$ cat src/rtl/data_mem_arbiter.sv
// Round-robin arbiter/sequencer between two load/store masters and the shared
// data-memory/UART register port; UART-register writes wait out uart_busy.
module data_mem_arbiter #(
    parameter int unsigned ADDR_W   = 32,
    parameter int unsigned DATA_W   = 32,
    parameter int unsigned UART_BIT = 8
) (
    input  logic              clk,
    input  logic              reset,
    input  logic              m0_req,
    input  logic              m0_we,
    input  logic [ADDR_W-1:0] m0_addr,
    input  logic [DATA_W-1:0] m0_wd,
    output logic              m0_gnt,
    output logic              m0_rvalid,
    input  logic              m1_req,
    input  logic              m1_we,
    input  logic [ADDR_W-1:0] m1_addr,
    input  logic [DATA_W-1:0] m1_wd,
    output logic              m1_gnt,
    output logic              m1_rvalid,
    output logic [DATA_W-1:0] rdata,
    output logic [ADDR_W-1:0] mem_a,
    output logic [DATA_W-1:0] mem_wd,
    output logic              mem_we,
    input  logic [DATA_W-1:0] mem_rd,
    input  logic              uart_busy,
    output logic              arb_busy
);

    typedef enum logic [1:0] {
        S_IDLE,
        S_ISSUE,
        S_WAIT_UART,
        S_RESP
    } state_e;

    state_e            state_q, state_d;
    logic              last_q, last_d;     // 1 = m1 was granted last
    logic              owner_q, owner_d;
    logic              we_q, we_d;
    logic [ADDR_W-1:0] addr_q, addr_d;
    logic [DATA_W-1:0] wd_q, wd_d;
    logic [DATA_W-1:0] rdata_q, rdata_d;

    logic              uart_sel;

    assign uart_sel = addr_q[UART_BIT];

    always_ff @(posedge clk or negedge reset) begin
        if (!reset) begin
            state_q <= S_IDLE;
            last_q  <= 1'b1;
            owner_q <= 1'b0;
            we_q    <= 1'b0;
            addr_q  <= '0;
            wd_q    <= '0;
            rdata_q <= '0;
        end else begin
            state_q <= state_d;
            last_q  <= last_d;
            owner_q <= owner_d;
            we_q    <= we_d;
            addr_q  <= addr_d;
            wd_q    <= wd_d;
            rdata_q <= rdata_d;
        end
    end

    always_comb begin
        state_d = state_q;
        last_d  = last_q;
        owner_d = owner_q;
        we_d    = we_q;
        addr_d  = addr_q;
        wd_d    = wd_q;
        rdata_d = rdata_q;
        unique case (state_q)
            S_IDLE: begin
                if (m0_req || m1_req) begin
                    // Under contention the master not granted last wins.
                    owner_d = (m0_req && m1_req) ? ~last_q : m1_req;
                    last_d  = owner_d;
                    we_d    = owner_d ? m1_we   : m0_we;
                    addr_d  = owner_d ? m1_addr : m0_addr;
                    wd_d    = owner_d ? m1_wd   : m0_wd;
                    state_d = S_ISSUE;
                end
            end
            S_ISSUE: begin
                if (!we_q) begin
                    rdata_d = mem_rd;
                    state_d = S_RESP;
                end else if (uart_sel && uart_busy) begin
                    state_d = S_WAIT_UART;
                end else begin
                    state_d = S_RESP;
                end
            end
            S_WAIT_UART: begin
                if (!uart_busy) state_d = S_RESP;
            end
            S_RESP: begin
                state_d = S_IDLE;
            end
            default: begin
                state_d = S_IDLE;
            end
        endcase
    end

    assign m0_gnt    = (state_q == S_ISSUE) && !owner_q;
    assign m1_gnt    = (state_q == S_ISSUE) &&  owner_q;
    assign m0_rvalid = (state_q == S_RESP)  && !owner_q;
    assign m1_rvalid = (state_q == S_RESP)  &&  owner_q;
    assign arb_busy  = (state_q != S_IDLE);
    assign mem_we    = we_q && (((state_q == S_ISSUE) && !(uart_sel && uart_busy)) ||
                                ((state_q == S_WAIT_UART) && !uart_busy));
    assign mem_a     = addr_q;
    assign mem_wd    = wd_q;
    assign rdata     = rdata_q;

endmodule

$ cat config.mk
export PLATFORM = sky130hd
export DESIGN_NAME = data_mem_arbiter
export DESIGN_NICKNAME = d
export VERILOG_FILES = /design/src/rtl/data_mem_arbiter.sv
export SDC_FILE = /design/constraint.sdc
export NUM_CORES = 1
export LEC_CHECK = 0
export ABC_CLOCK_PERIOD_IN_PS = 2300
export BUFFER_PORTS_ARGS = -buffer_cell sky130_fd_sc_hd__buf_4
export CORE_AREA = 2 2 147 77
export CTS_BUF_LIST = sky130_fd_sc_hd__clkbuf_8 sky130_fd_sc_hd__clkbuf_16
export CTS_CLUSTER_DIAMETER = 30
export DETAILED_ROUTE_END_ITERATION = 7
export DIE_AREA = 0 0 149 79
export MAX_ROUTING_LAYER = met4
export PLACE_DENSITY = 0.8
export SYNTH_ARGS = -nofsm -noshare
export SYNTH_HDL_FRONTEND = slang
export SYNTH_SLANG_ARGS = --single-unit
export TNS_END_PERCENT = 30
$ cat constraint.sdc
create_clock -name clk -period 2.3 [get_ports clk]
set_input_delay 0.575 -clock clk [delete_from_list [all_inputs] [get_ports clk]]
set_output_delay 0.575 -clock clk [all_outputs]
set_load 0.03 [all_outputs]
After elaboration in Yosys (flattened, before gate mapping)
Index checks and enable logic that the tools add are counted.
Storage, ports and cells
  bits in registers: 101
  latch bits: 0
  bits in writable memories: 0
  ROM bits: 0
  input bits: 167
  output and inout port bits: 102
  logic and storage cells: 42
  memories kept: 0
Operators by class
  add/subtract/negate cells: 0
  $mul: 0
  divide/modulo/power cells: 0
  magnitude comparators: 0
  equal/unequal tests: 5
  shifts and indexed selects: 0
  mux-type cells: 9
  bitwise gates (word level): 2
  reduce and logical (&&, ||, !) cells: 19
Operators with widths (count)
  $mux W32: 2
  $logic_and A1 B1 Y1: 9
  $pmux W2 S4: 1
  $reduce_and A2 Y1: 3
  $eq A2 B2 Y1 const B: 2
  $mux W1: 4
  $mux W2: 2
  $ne A2 B2 Y1 const B: 2
  $logic_not A1 Y1: 3
  $eq A2 B1 Y1 const B: 1
  $logic_not A2 Y1: 1
  $logic_or A1 B1 Y1: 2
  $not A1 Y1: 2
  $reduce_bool A2 Y1: 1

Depth between registers and ports, before layout
  depth after elaboration: 5
  gate-level depth with buffers: 7
  mapped depth without buffers: 5

Worst setup path after synthesis
No wires, ideal clock.
  path type: register -> output
  from: register state_q[0]
  to: output port mem_we
  arrival time: 1231 ps
  data required time: 1725 ps
  slack: 494 ps
  stages on the path, launching flop included: 6
  path buffers: 0
  path through: dfrtp_1 > inv_1 > ha_1 > nor2b_1 > a21oi_1 > nor2b_1
Between the ends
  word-level cells in the longest chain between the ends: 4
  elaborated cells between the ends (all ways): 6
  those cells by class: eq/ne: 2; reduce/logical: 4
RTL lines
  from (decl): line 38  | state_e state_q, state_d;
  from (signal assigned): line 60  | state_q <= state_d;
  $eq A2 B1 Y1 / $eq A2 B2 Y1 (equally long branches): line 117, 118
  $logic_and A1 B1 Y1, on equally long branches: line 117, 118
  $logic_or A1 B1 Y1 (*): line 117  | assign mem_we = we_q && (((state_q == S_ISSUE) && !(uart_sel && uart_busy)) ||
  $logic_and A1 B1 Y1 (*): line 117
  to (decl): line 25  | output logic mem_we,
Mark *: on every way between the ends. The rest lies on a longest branch, timed or not.

Worst setup path in the final report
Same ends and word-level chain as after synthesis.

==> qor.csv <==
stage,metric,value,unit
worst_setup_path,cp-startpoint,state_q[0]$_DFFE_PN0P_,
floorplan,die_area,11800,µm²
floorplan,die_h,79,µm
clock_tree,root_buffer,clkbuf_16,
placement,dp.cells,848,
yosys,async_flop_share,100,%
final_layout,syn_to_final_growth,53.0,%
drt,drt_iter0_drc,211,
clock_tree,cts_buffers,9,
yosys,synth_top_area_cell,dfrtp_1,
floorplan,num_rows,27,
pwr,p_seq_share,30.5,%
yosys,syn_inst,458,
worst_setup_path,crit_fanout,5,
yosys,synth_top_cell_area_share,54.9,%
pwr,power_density,1530,nW/µm²
clock_tree,clockBufferDepth,2,
grt,grt_pass1_wl,21.5,mm
yosys,synth-edff-count,0,
pwr,peakVddDrop,0.650,mV
sta,fmax,0.466,GHz
grt,grt-ovfl-total,0,
final_layout,drive_gt1_share,48.8,%
drt,viasPerCell,5.00,
pwr,p_int,5.85,mW
sta,setup_viol,0,
clock_tree,cts_tree,done,
worst_setup_path,cp.depth,6,
sta,skew,0.00666,ns
worst_setup_path,critPathArrivalTime,1.57,ns
pwr,p_comb_share,54.9,%
worst_setup_path,r2r_cells,5,
worst_setup_path,timing.rr.start,state_q[1]$_DFFE_PN0P_,
grt,antenna_found_initial,0,
sta,tightest_slew,0.552,ns
floorplan,ios,269,
final_layout,seq_area,2530,µm²
sta,tns,0,ns
final_layout,fin_nets,885,
grt,grt_util_all_layers,23.8,%
clock_tree,post_cts_buffers,0,
worst_setup_path,cp-start-kind,flip-flop,
worst_setup_path,slowest_stage,dfrtp_1,
drt,drc,0,
sta,slew_viol_final,0,
yosys,ys_types,28,
pwr,p_sw,4.80,mW
final_layout,fill_cells,852,
placement,dp_hpwl,10.3,mm
clock_tree,ctsHtreeMaxLevel,3,
yosys,synth_most_common_cell,a21oi_1,
sta,rsz0062_at_grt,no,
clock_tree,path_clk_slew,0.07,ns
final_layout,antennaDiodeCount,0,
yosys,synth_commonest_cells,"a21oi_1 (112), dfrtp_1 (100), nand2_1 (70)",
worst_setup_path,max_stage_delay,0.43,ns
pwr,p_leak,3.39,nW
worst_setup_path,path_buf_inv,2,
worst_setup_path,critPathMostFrequentCell,nor2b_1,
floorplan,die_x,149,µm
worst_setup_path,reg2reg_to,rdata[2]$_DFFE_PN0P_,
clock_tree,cts_hold_buf,0,
pwr,p_sw_share,45.1,%
sta,maxSlewHeadroom,63.2,%
final_layout,multi_input_area,1810,µm²
worst_setup_path,critical_path.top_delay_family,flip-flops,
worst_setup_path,reg2reg_setup_slack,0.47,ns
placement,gp_congestion,0.852,
clock_tree,cts_resized,0,
final_layout,instances_no_fill,864,
job,drv_cap,0,
worst_setup_path,worstSetupPathType,flip-flop to output port,
grt,grt_pass1_vias,4317,
sta,fin_crit_sh,93.2,%
worst_setup_path,end_kind,output port,
yosys,synth.net_count,629,
drt,num_vias,4317,
run_status,status,completed,
drt,first_pass_iters,6,
yosys,synth-main-ff-cell,dfrtp_1,
clock_tree,clk-insertion-delay-late,0.33,ns
yosys,postSynthAreaPerCell,9.94,µm²
yosys,netlist_area,4550,µm²
placement,port_buffers,268,
drt,wl_per_cell,15.9,µm
floorplan,start_util,42.9,%
yosys,ys_ff_latch,101,
worst_setup_path,path_cells,inv_1 -> ha_1 -> nor2b_1 -> a21oi_1 -> nor2b_1 -> buf_4,
yosys,yosysWarnings,0,
yosys,ys_top_cells_by_area,"dfrtp_1 (55%), a21oi_1 (12%), mux2_2 (7.7%), nand2_1 (5.8%), nor2_1 (5.4%)",
grt,grt_start_max_net_pins,102,
drt,final_antenna_net_count,0,
pwr,p_clk_share,14.6,%
sta,min_period,2.14,ns
worst_setup_path,required,1.73,ns
drt,totalWireLength,13.8,mm
min_path,min_path_type,input port to async pin,
sta,finalHoldViolCount,0,
floorplan,core-area,10600,µm²
yosys,ys_seq_area_share,55.5,%
clock_tree,cts.sinks,101,
-- final cells by class --
class / instances / area share, %
sequential: 101 / 36.3
timing repair buffer: 277 / 30.6
multi-input combinational: 322 / 26.0
clock buffer: 9 / 3.23
tap: 145 / 2.60
clock inverter: 7 / 1.17
inverter: 3 / 0.162
-- flip-flops by register name, summed over array words and instances, names as in the netlist --
signal / count
owner_q: 1
rdata: 32
mem_wd: 32
mem_a: 32
we_q: 1
state_q: 2
last_q: 1
-- layer usage --
metal / vias to the layer above / global-route usage (%) / part of all wire, %
li1: 2044 / - / -
met1: 2080 / 30.3 / 43
met2: 185 / 40.0 / 50
met3: 8 / 5.40 / 6.4
met4: 0 / 4.19 / 0.69
met5: - / - / 0
-- power groups by stage --
stage,registers [mW],logic (mW),clock network [mW]
3_3_place_gp,3.21,5.75,0
5_1_grt,3.37,6.26,1.68
2_1_floorplan,4.89,2.01,0
6_report,3.25,5.85,1.55
3_5_place_dp,3.28,5.91,0
4_1_cts,3.26,5.91,1.60
-- worst register-to-register path: cells and delay by family, from the launching register on --
kind,cells,cell delay (ns)
buffers and inverters,2,0.50
DFF,1,0.43
muxes,1,0.41
adders and majority gates,1,0.22
and+or+nand+nor,1,0.16
-- kinds of logic (layout without fill, tap and decap cells) --
logic type | Yosys count | after routing | share of synthesized area [%]
AND/OR/NAND/NOR | 145 | 145 | 12.5
adder cells (fa/ha/maj) | 4 | 4 | 1.10
AO/OA/AOI/OAI | 140 | 140 | 17.6
multiplexers | 33 | 33 | 8.16
buffers and inverters | 35 | 296 | 5.14
flip-flops | 101 | 101 | 55.5
-- placed cells by master (no fill, tap or decap), types with 3 or more instances in the layout --
| cell type | netlist | routed |
|---|---|---|
| dfrtp_1 | 100 | 100 |
| clkinvlp_4 | 0 | 3 |
| mux2_2 | 31 | 31 |
| buf_4 | 10 | 273 |
| ha_1 | 4 | 4 |
| inv_1 | 3 | 3 |
| nand2_1 | 70 | 70 |
| nor2b_1 | 5 | 4 |
| a21oi_2 | 20 | 20 |
| buf_12 | 0 | 4 |
| clkbuf_16 | 0 | 9 |
| nor2_1 | 65 | 65 |
| a21oi_1 | 112 | 112 |
-- worst max path at each step --
stage,end,slack [ns]
floorplan,mem_we,0.49
global placement,mem_we,0.53
detailed placement,rdata[2]$_DFFE_PN0P_,0.49
CTS,mem_we,0.14
finish,mem_we,0.16
global route,mem_we,0.06
-- metrics by stage --
step	power, mW	cell area (µm²)	hold WS [ns]	setup slack [ns]	utilization (%)
after global routing	11.3	6970	0.325	0.0561	65.7
after floorplan	6.90	4550	0.279	0.494	-
after global placement	8.96	6660	0.473	0.531	62.8
after CTS	10.8	6970	0.326	0.135	65.7
after detailed placement	9.19	6660	0.481	0.487	62.8
final	10.7	6970	0.287	0.156	65.7
Note: power is estimated with default switching activity, not from simulation.
